===== config.mk =====
export PLATFORM = sky130hd
export DESIGN_NAME = ifetch_unit
export DESIGN_NICKNAME = d
export VERILOG_FILES = /design/src/rtl/ifetch_unit.sv
export SDC_FILE = /design/constraint.sdc
export NUM_CORES = 1
export LEC_CHECK = 0
export CELL_PAD_IN_SITES_DETAIL_PLACEMENT = 1
export CELL_PAD_IN_SITES_GLOBAL_PLACEMENT = 1
export CORE_UTILIZATION = 40
export CTS_CLUSTER_SIZE = 16
export DETAILED_ROUTE_END_ITERATION = 16
export GPL_ROUTABILITY_DRIVEN = 0
export GPL_TIMING_DRIVEN = 0
export PLACE_DENSITY = 0.79
export SLEW_MARGIN = 25
export SYNTH_ARGS = -nofsm -noshare
export SYNTH_HDL_FRONTEND = slang
export SYNTH_SLANG_ARGS = --single-unit

===== constraint.sdc =====
create_clock -name clk -period 3.6 [get_ports clk]
set_input_delay 0.9 -clock clk [delete_from_list [all_inputs] [get_ports clk]]
set_output_delay 0.9 -clock clk [all_outputs]
set_load 0.005 [all_outputs]

===== src/rtl/ifetch_unit.sv =====
// Instruction fetch front end: drives the I-cache CPU-side handshake, buffers
// fetched {pc, instr} pairs for decode and applies (possibly deferred) redirects.
module ifetch_unit #(
  parameter logic [31:0] RESET_PC   = 32'h0000_0000,
  parameter int unsigned FIFO_DEPTH = 4
) (
  input  logic        clk,
  input  logic        reset,
  output logic        cpu_read,
  output logic [31:0] cpu_addr,
  input  logic [31:0] cpu_instr,
  input  logic        cpu_busywait,
  input  logic        redirect_valid,
  input  logic [31:0] redirect_pc,
  output logic        out_valid,
  output logic [31:0] out_pc,
  output logic [31:0] out_instr,
  input  logic        out_ready
);

  localparam int unsigned XLEN  = 32;
  localparam int unsigned PTR_W = (FIFO_DEPTH > 1) ? $clog2(FIFO_DEPTH) : 1;
  localparam int unsigned CNT_W = PTR_W + 1;

  typedef enum logic {
    ST_RUN     = 1'b0,
    ST_DISCARD = 1'b1
  } state_e;

  typedef struct packed {
    logic [XLEN-1:0] pc;
    logic [XLEN-1:0] instr;
  } entry_t;

  state_e            state_q, state_d;
  logic [XLEN-1:0]   fetch_pc_q, fetch_pc_d;
  logic [XLEN-1:0]   pending_pc_q, pending_pc_d;
  logic [CNT_W-1:0]  count_q, count_d;
  logic [PTR_W-1:0]  rd_ptr_q, rd_ptr_d;
  logic [PTR_W-1:0]  wr_ptr_q, wr_ptr_d;
  entry_t            mem_q [FIFO_DEPTH];

  logic              complete_c;
  logic              push_c;
  logic              pop_c;
  logic              flush_c;
  logic [XLEN-1:0]   redir_pc_c;
  entry_t            wr_entry_c;

  // State and FIFO bookkeeping registers
  always_ff @(posedge clk or negedge reset) begin
    if (!reset) begin
      state_q      <= ST_RUN;
      fetch_pc_q   <= RESET_PC;
      pending_pc_q <= RESET_PC;
      count_q      <= '0;
      rd_ptr_q     <= '0;
      wr_ptr_q     <= '0;
    end else begin
      state_q      <= state_d;
      fetch_pc_q   <= fetch_pc_d;
      pending_pc_q <= pending_pc_d;
      count_q      <= count_d;
      rd_ptr_q     <= rd_ptr_d;
      wr_ptr_q     <= wr_ptr_d;
    end
  end

  // Entry storage carries data only, so it needs no reset
  always_ff @(posedge clk) begin
    if (push_c) begin
      mem_q[wr_ptr_q] <= wr_entry_c;
    end
  end

  // Next-state: fetch PC, deferred redirect target and FIFO pointers
  always_comb begin
    state_d      = state_q;
    fetch_pc_d   = fetch_pc_q;
    pending_pc_d = pending_pc_q;
    count_d      = count_q;
    rd_ptr_d     = rd_ptr_q;
    wr_ptr_d     = wr_ptr_q;
    push_c       = 1'b0;
    flush_c      = 1'b0;
    redir_pc_c   = redirect_pc & 32'hFFFF_FFFC;
    complete_c   = cpu_read & ~cpu_busywait;
    pop_c        = out_valid & out_ready;
    wr_entry_c   = '{pc: fetch_pc_q, instr: cpu_instr};

    case (state_q)
      ST_RUN: begin
        if (redirect_valid) begin
          flush_c = 1'b1;
          // A stalled request cannot be withdrawn: park the target until it completes
          if (cpu_read && cpu_busywait) begin
            pending_pc_d = redir_pc_c;
            state_d      = ST_DISCARD;
          end else begin
            fetch_pc_d = redir_pc_c;
          end
        end else if (complete_c) begin
          push_c     = 1'b1;
          fetch_pc_d = fetch_pc_q + 32'd4;
        end
      end
      ST_DISCARD: begin
        if (redirect_valid) begin
          flush_c      = 1'b1;
          pending_pc_d = redir_pc_c;
        end
        if (complete_c) begin
          fetch_pc_d = redirect_valid ? redir_pc_c : pending_pc_q;
          state_d    = ST_RUN;
        end
      end
      default: begin
        state_d = ST_RUN;
      end
    endcase

    if (flush_c) begin
      count_d  = '0;
      rd_ptr_d = '0;
      wr_ptr_d = '0;
    end else begin
      if (push_c) begin
        wr_ptr_d = wr_ptr_q + PTR_W'(1);
      end
      if (pop_c) begin
        rd_ptr_d = rd_ptr_q + PTR_W'(1);
      end
      count_d = count_q + CNT_W'(push_c) - CNT_W'(pop_c);
    end
  end

  // Outputs decoded from registered state; reset forces the request low at once
  always_comb begin
    cpu_read  = 1'b0;
    cpu_addr  = fetch_pc_q;
    out_valid = (count_q != '0);
    out_pc    = mem_q[rd_ptr_q].pc;
    out_instr = mem_q[rd_ptr_q].instr;
    if (reset) begin
      cpu_read = (state_q == ST_DISCARD) || (count_q < CNT_W'(FIFO_DEPTH));
    end
  end

endmodule


# Word-level counts from Yosys, hierarchy flattened
# Memories as Yosys holds them, arrays and structs flattened.
# Cells that the tools add are included.
# totals
wordCells	54
regBits	72
output_inout_bits	98
n_memories	1
latch_bits	0
rom_bits	0
input_bits	69
ramBits	256
# memory_table
memory	depth	width	read_ports	rd_clocked_by_memory_dff	write_ports	line_no	text
mem_q	4	64	1	0	1	41	entry_t mem_q [FIFO_DEPTH];
# op_classes
n_reduce_logical	7
shifts	0
div_mod_pow	0
n_eq_ne	5
n_mul	0
add_sub_neg	5
n_lt_le_gt_ge	1
muxes	25
n_bitwise	4
# op_table
op	count
$mux 32	7
$pmux 32 s2	2
$add 32x3->32 const B	1
$mux 1	10
$mux 2	4
$ne 3x3->1 const B	2
$add 2x1->2 const B	2
$ne 2x2->1 const B	2
$reduce_bool 2->1	2
$add 3x1->3	1
$lt 3x3->1 const B	1
$mux 3	1
$reduce_and 3->1	1
$reduce_bool 3->1	1
$sub 3x1->3	1
$and 1x1->1	2
$ne 2x1->1 const B	1
$not 1->1	2
$pmux 1 s2	1
$reduce_and 2->1	1
$logic_and 1x1->1	1
$logic_or 1x1->1	1

# Longest topological paths before layout
# Gate-level depths: netlist of run 1.
# depth
depth_word	10
depth_mapped	11
mapped_depth_nobuf	10

# Least setup slack after synthesis of run 1
# No wires, ideal clock.
# synth_timing
path_type	input-to-reg
start	input redirect_valid
end	memory mem_q[1][0] (netlist name) (enable)
cell_stages	3
arrival_time_ns	2.968
setup_ns	0.429
path_buffers	0
path_slack_ns	0.203
t_required_ns	3.171
cell_sequence	or2_4 > nor3_4 > and2_1
# synth_via
elab_chain_cells	4
# synth_rtl
item	line_no	text
start, declared	13	input logic redirect_valid,
$mux 1	93	if (redirect_valid) begin
$mux 1	91	case (state_q)
$mux 1	71	if (push_c) begin
$mux 1 (not written as such)	72	mem_q[wr_ptr_q] <= wr_entry_c;
end, declared	41	
# Every way passes these cells.

# Worst setup path after layout of run 1
# layout_timing
start	register rd_ptr_q[1]
end	output out_instr[22]
# layout_via
elab_chain_cells	1
# layout_rtl
item	line_no	text
start, declared	39	logic [PTR_W-1:0] rd_ptr_q, rd_ptr_d;
start signal, assigned	64	rd_ptr_q <= rd_ptr_d;
$mem_v2 4x64	--	
end, declared	17	output logic [31:0] out_instr,
# Every way passes these cells.

==> impl_results.md, run 1 <==
- Post-Route Utilization: 0.514
- CTS Sinks: 328
- CP arrival: 2.64 ns
- Register bit total from synthesis: 328
- Worst setup startpoint: rd_ptr_q[1]
- Rel. slew slack: 0.482
- Port Buffers: 164
- Routed length per instance: 22.8 µm
- Final Critical Period: 3.54 ns
- First-pass GRT wire length: ~49000 µm
- Starting Density: 0.406
- Critical Path Fanout Max: 10
- Power Dens Cells: slightly below 700 nW/µm²
- Uppermost layer routed: met4
- DRT met1 WL: 13800 µm
- Slew Limit Fails: 0
- H-tree depth: 2
- Tightest Pin Transition: ~0.78 ns
- Worst r2r path cells: 11
- Final hold violations: 0
- Mapped Cells: 725
- Total of max-cap violations: 0
- Unrepaired setup endpoints after global routing: yes
- Placed Instance Area: 15500 µm²
- Synth Net Count: about 800
- Die H: 183 µm
- Worst R2R Setup Slack: 1.10 ns
- N_diodes: 0
- Clock Path Buffers: 3
- CTS Buf Count: 36
- Period utilisation layout: 0.983
- All-Layer GR Usage: 0.195
- Core area: 32500 µm²
- Vias in the first global route: between 7000 and 8000
- Critical Path End: out_instr[22]
- CTS Hold Buffers Added: 0
- Fraction of synthesis flops using an asynchronous set or reset pin: 0.220
- Register area share after synthesis: 0.720
- DP HPWL: 21500 µm
- Via density: 5.38
- # setup viols final: 0
- Fin cells: 1402
- Avg Cell Area, Syn: 18.2 µm²
- Final setup margin: 0.0604 ns
- Worst r2r dst: count_q[2]
- Leakage power: 5.62 nW
- Latest clock arrival within the worst-skew pair: 0.52 ns
- Antenna violations before repair: 0
- Number of remaining DRC errors: 0
- Die Area: 33700 µm²
- Netlist cell types: 67
- Layout cells sized above 1: 0.173
- Starting DRT DRC Count: 624
- TritonCTS clock tree: built
- Congestion Overflow GR: 0
- CP Launch Type: register
- CP Capture Type: output pin
- Worst EP required: 2.70 ns
- # placed instances: 1337
- Clk pin slew, worst setup/hold paths: 0.06 ns
- Vias post-DR: 7549
- Root Driver: clkbuf_16
- Main synth FF type: edfxtp_1
- WS Path Type: reg2out
- Number of synthesized flops with an enable pin: 256
- Area delta synth->final: 26.6%
- Drt total wl: between 30000 and 40000 µm
- DR WL met2: 15800 µm
- Worst hold path type: in2async
- Initial DRT Pass Iterations: 5
- Hold WS: 0.321 ns
- Fin area: 16700 µm²
- Die X: 183 µm
- FF-to-FF Start: state_q
- Post-Route Skew: 0.0274 ns
- I/O pins: 167
- Post-Syn Area: ~13000 µm²
- Worst VDD drop: 0.330 mV
- FP Rows: 66
- Final Net Count: between 1000 and 1500
- DP Worst Slack: slightly above 0.1 ns
- YS warnings: 0
- Met3 Wirelength: 1690 µm
- Post-route ant nets: 0
- Outcome: complete, no violations
- Largest net degree at the start of global routing: 50
- Fmax: 0.283 GHz
-- cell families after synthesis --
group / count (synthesis) / share of synthesized area
buffers and inverters: 48 / 0.0159
adders and majority gates: 8 / 0.00817
and+or+nand+nor: 127 / 0.0557
DFF: 328 / 0.720
xor gates and xnor gates: 6 / 0.00399
muxes: 97 / 0.137
AOI/OAI and AO/OA: 111 / 0.0585
-- power by group --
part | internal, mW | switching, mW | leakage (nW) | total [mW]
registers | 4.63 | 0.578 | 3.20 | 5.21
clock network | 2.11 | 1.46 | 0.557 | 3.57
logic | 1.56 | 1.20 | 1.86 | 2.76
total | 8.30 | 3.24 | 5.62 | 11.5
-- through the flow --
stage | TNS (ns) | total power [mW]
global placement | -1310.29 | 7.96
detailed placement | 0 | 8.06
global route | -0.648 | 12.1
finish | 0 | 11.5
CTS | 0 | 11.7
floorplan | 0 | 6.48
-- cells in the final DEF (no fill, tap or decap), types with 5 or more instances in the layout --
master / n
mux2_1: 25
clkbuf_16: 36
a31oi_1: 5
clkdlybuf4s50_1: 163
dfrtp_1: 72
ha_1: 7
nor2_1: 26
o21ai_1: 6
o211ai_1: 5
mux2_2: 5
buf_4: 9
o21ai_0: 16
nand4_1: 12
nor2b_1: 8
clkinv_2: 7
edfxtp_1: 256
a22oi_1: 15
nand2_1: 25
a22o_1: 7
nor3_1: 6
nand3_1: 15
a21oi_1: 26
inv_1: 10
mux4_2: 64
or3_1: 5
clkbuf_1: 24
-- critical path, stage by stage, from the launching register on --
cell and delay, ns:
dfrtp_1 0.34, clkbuf_2 0.32, buf_1 0.57, mux4_2 0.43, clkdlybuf4s50_1 0.47
-- cell type report --
| class | count | area, µm² |
|---|---|---|
| fillers | 3027 | 15800 |
| clock inverters | 17 | 173 |
| clock buffers | 48 | 966 |
| flip-flops and latches | 328 | 9490 |
| inverters | 13 | 48.8 |
| repair buffers | 170 | 1770 |
| plain buffers | 35 | 191 |
| multi-input cells | 349 | 3480 |
| well taps | 442 | 553 |
-- cell usage after synthesis, types with 7 or more instances --
cell type	number	area, µm²
mux2_1	25	282
nand2_1	25	93.8
nor2_1	26	97.6
ha_1	7	87.6
a21oi_1	26	130
nand3_1	15	75.1
a22oi_1	15	113
mux4_2	64	1440
o21ai_0	16	80.1
dfrtp_1	72	1800
inv_1	10	37.5
a22o_1	7	61.3
clkbuf_1	17	63.8
buf_2	8	40.0
nor2b_1	8	50.1
nand4_1	12	75.1
edfxtp_1	256	7690
-- registers in the layout, summed over array words and instances, names as in the netlist --
name,cells
rd_ptr_q,2
cpu_addr,32
wr_ptr_q,2
pending_pc_q,32
state_q,1
count_q,3
mem_q,256
-- worst min path at each step --
stage / startpoint / depth (start not counted) / to / slack [ns]
finish: reset / 1 / pending_pc_q[17] / 0.32
global route: reset / 1 / pending_pc_q[18] / 0.33
CTS: reset / 1 / pending_pc_q[27] / 0.31
detailed placement: pending_pc_q[4] / 1 / pending_pc_q[4] / 0.48
global placement: pending_pc_q[10] / 1 / pending_pc_q[10] / 0.47
floorplan: pending_pc_q[28] / 1 / pending_pc_q[28] / 0.46
-- routing by layer --
metal | track usage | vias to the layer above
met3 | 0.0345 | 44
met2 | 0.323 | 218
li1 | - | 3353
met5 | 0 | -
met1 | 0.267 | 3934
met4 | 0.0523 | 0
-- timing repair --
item / 4_1_cts / 5_1_grt
setup endpoints to repair: 59 / 35
gates resized for setup: 11 / 2
buffers inserted: 0 / 0
endpoints found under the hold margin: 0 / 0
gates cloned: 0 / 0
(Power assumes the default switching activity.)
==> run 2, diff against run 1 <==
--- a/config.mk
+++ b/config.mk
@@ -12,7 +12,7 @@
 export DETAILED_ROUTE_END_ITERATION = 16
 export GPL_ROUTABILITY_DRIVEN = 0
 export GPL_TIMING_DRIVEN = 0
-export PLACE_DENSITY = 0.79
+export PLACE_DENSITY = 0.82
 export SLEW_MARGIN = 25
 export SYNTH_ARGS = -nofsm -noshare
 export SYNTH_HDL_FRONTEND = slang
==> constraint.sdc (replaced) <==
create_clock -name clk -period 3.15 [get_ports clk]
set_input_delay 0.7875 -clock clk [delete_from_list [all_inputs] [get_ports clk]]
set_output_delay 0.7875 -clock clk [all_outputs]
set_load 0.005 [all_outputs]
==> run 2 against run 1 <==
Effect of this change:
- core utilization up 0.56 points
- first-iteration DRC count down 22%
- critical path depth unchanged
- sequential share of layout area down 0.61 points
- global-route usage about the same
- highest routed layer unchanged
==> impl_results.md, run 2 (synthesis results as in run 1) <==
- I/O pins: between 150 and 200
- CP Launch Type: register
- Starting DRT DRC Count: 485
- Routed length per instance: 22.9 µm
- Clock Path Buffers: 3
- CTS Sinks: 328
- Tightest Pin Transition: 0.760 ns
- Latest clock arrival within the worst-skew pair: 0.51 ns
- Final Critical Period: around 3 ns
- Post-Route Skew: 0.0135 ns
- Congestion Overflow GR: 0
- Slew Limit Fails: 0
- CTS Buf Count: 36
- Post-Route Utilization: 0.520
- FP Rows: 66
- Placed Instance Area: 15500 µm²
- CP Cell Sequence: buf_12, buf_12, mux4_2, clkdlybuf4s50_1
- DP HPWL: ~21000 µm
- Starting Density: 0.406
- Final Net Count: 1012
- Die Area: 33700 µm²
- Rel. slew slack: 0.492
- Drt total wl: approximately 32000 µm
- Most flops, register: mem_q
- Most common cell after layout, fill and taps aside: edfxtp_1
- Period utilisation layout: 0.974
- Via density: 5.41
- Leakage power: about 5.7 nW
- CP Capture Type: output pin
- CP arrival: between 2 and 2.5 ns
- H-tree depth: 2
- Vias in the first global route: between 8000 and 9000
- Setup TNS: 0 ns
- Fin area: 16900 µm²
- Antenna violations before repair: 0
- Worst EP required: 2.36 ns
- Die H: 183 µm
- CP max stage cell: clkdlybuf4s50_1
- Clk pin slew, worst setup/hold paths: 0.06 ns
- CP most frequent cell: buf_12
- Port Buffers: around 160
- Max reg flops: 256
- Fmax: 0.326 GHz
- # setup viols final: 0
- N_diodes: 0
- Power Dens Cells: between 800 and 900 nW/µm²
- Commonest cells after routing, fill and taps aside: edfxtp_1, clkdlybuf4s50_1, dfrtp_1, mux4_2, clkbuf_16
- TritonCTS clock tree: built
- Core area: 32500 µm²
- Peak per-stage delay on the critical path: 0.52 ns
- Worst hold path type: in2async
- CP bufs+invs: 3
- First-pass GRT wire length: 49400 µm
- Die X: 183 µm
- Area delta synth->final: 28.0%
- Outcome: complete, no violations
- Largest net degree at the start of global routing: 50
- Post-route ant nets: 0
- Total power: between 10 and 15 mW
- WS Path Type: reg2out
- Initial DRT Pass Iterations: 4
- Layout cells sized above 1: 0.182
- Family with the most delay on the worst path: buffers and inverters
- Final hold violations: 0
- Root Driver: clkbuf_16
- Number of remaining DRC errors: 0
- Fill cells: 3039
- Critical Path Fanout Max: 10
- All-Layer GR Usage: 0.196
- Vias post-DR: 7599
- Total of max-cap violations: 0
- Worst VDD drop: 0.370 mV
==> run 2: layout make-up <==
| type | count | area (µm²) | area share |
|---|---|---|---|
| tap | 442 | 553 | 0.0328 |
| inverter | 13 | 48.8 | 0.00289 |
| multi-input combinational | 349 | 3490 | 0.207 |
| sequential | 328 | 9490 | 0.563 |
| clock buffer | 43 | 927 | 0.0550 |
| clock inverter | 22 | 324 | 0.0192 |
| buffer | 35 | 259 | 0.0154 |
| timing repair buffer | 172 | 1770 | 0.105 |
==> run 2: final timing paths <==
path                                  start                to  slack, ns  depth (start not counted)
hold / removal                        reset  pending_pc_q[18]       0.15                          1
setup / recovery                rd_ptr_q[0]         out_pc[4]       0.08                          4
max in group asynchronous             reset       rd_ptr_q[0]       2.46                          2
min in group clk           pending_pc_q[24]  pending_pc_q[24]       0.49                          1
setup reg to reg                    state_q        count_q[2]       0.67                         11
hold reg to reg            pending_pc_q[24]  pending_pc_q[24]       0.49                          1
==> run 2: layer usage <==
metal,GRT usage,vias to the layer above,part of all wire
met2,0.326,255,0.49
met1,0.258,3919,0.43
li1,-,3364,-
met3,0.0372,61,0.057
met5,0,-,0
met4,0.0647,0,0.029
==> run 2: through the flow <==
step | worst slack [ns] | cells | hold slack, ns
floorplan | 0.557 | 725 | 0.458
global placement | -3.31 | 1331 | 0.467
detailed placement | -0.309 | 1336 | 0.478
CTS | 0.00144 | 1401 | 0.196
global route | -0.00802 | 1404 | 0.144
finish | 0.0832 | 1404 | 0.146
==> run 2: repair_timing <==
action / CTS / global route
buffers inserted: 0 / 3
resized for setup: 43 / 5
endpoints found under the setup margin: 65 / 21
hold buffers: 0 / 0
==> run 2: where the power goes <==
| part | leakage, nW | switching, mW | internal (mW) | total [mW] |
|---|---|---|---|---|
| Clock | 0.611 | 1.68 | 2.77 | 4.45 |
| Sequential | 3.20 | 0.681 | 5.29 | 5.97 |
| Combinational | 1.91 | 1.40 | 1.87 | 3.27 |
| Total | 5.73 | 3.76 | 9.93 | 13.7 |
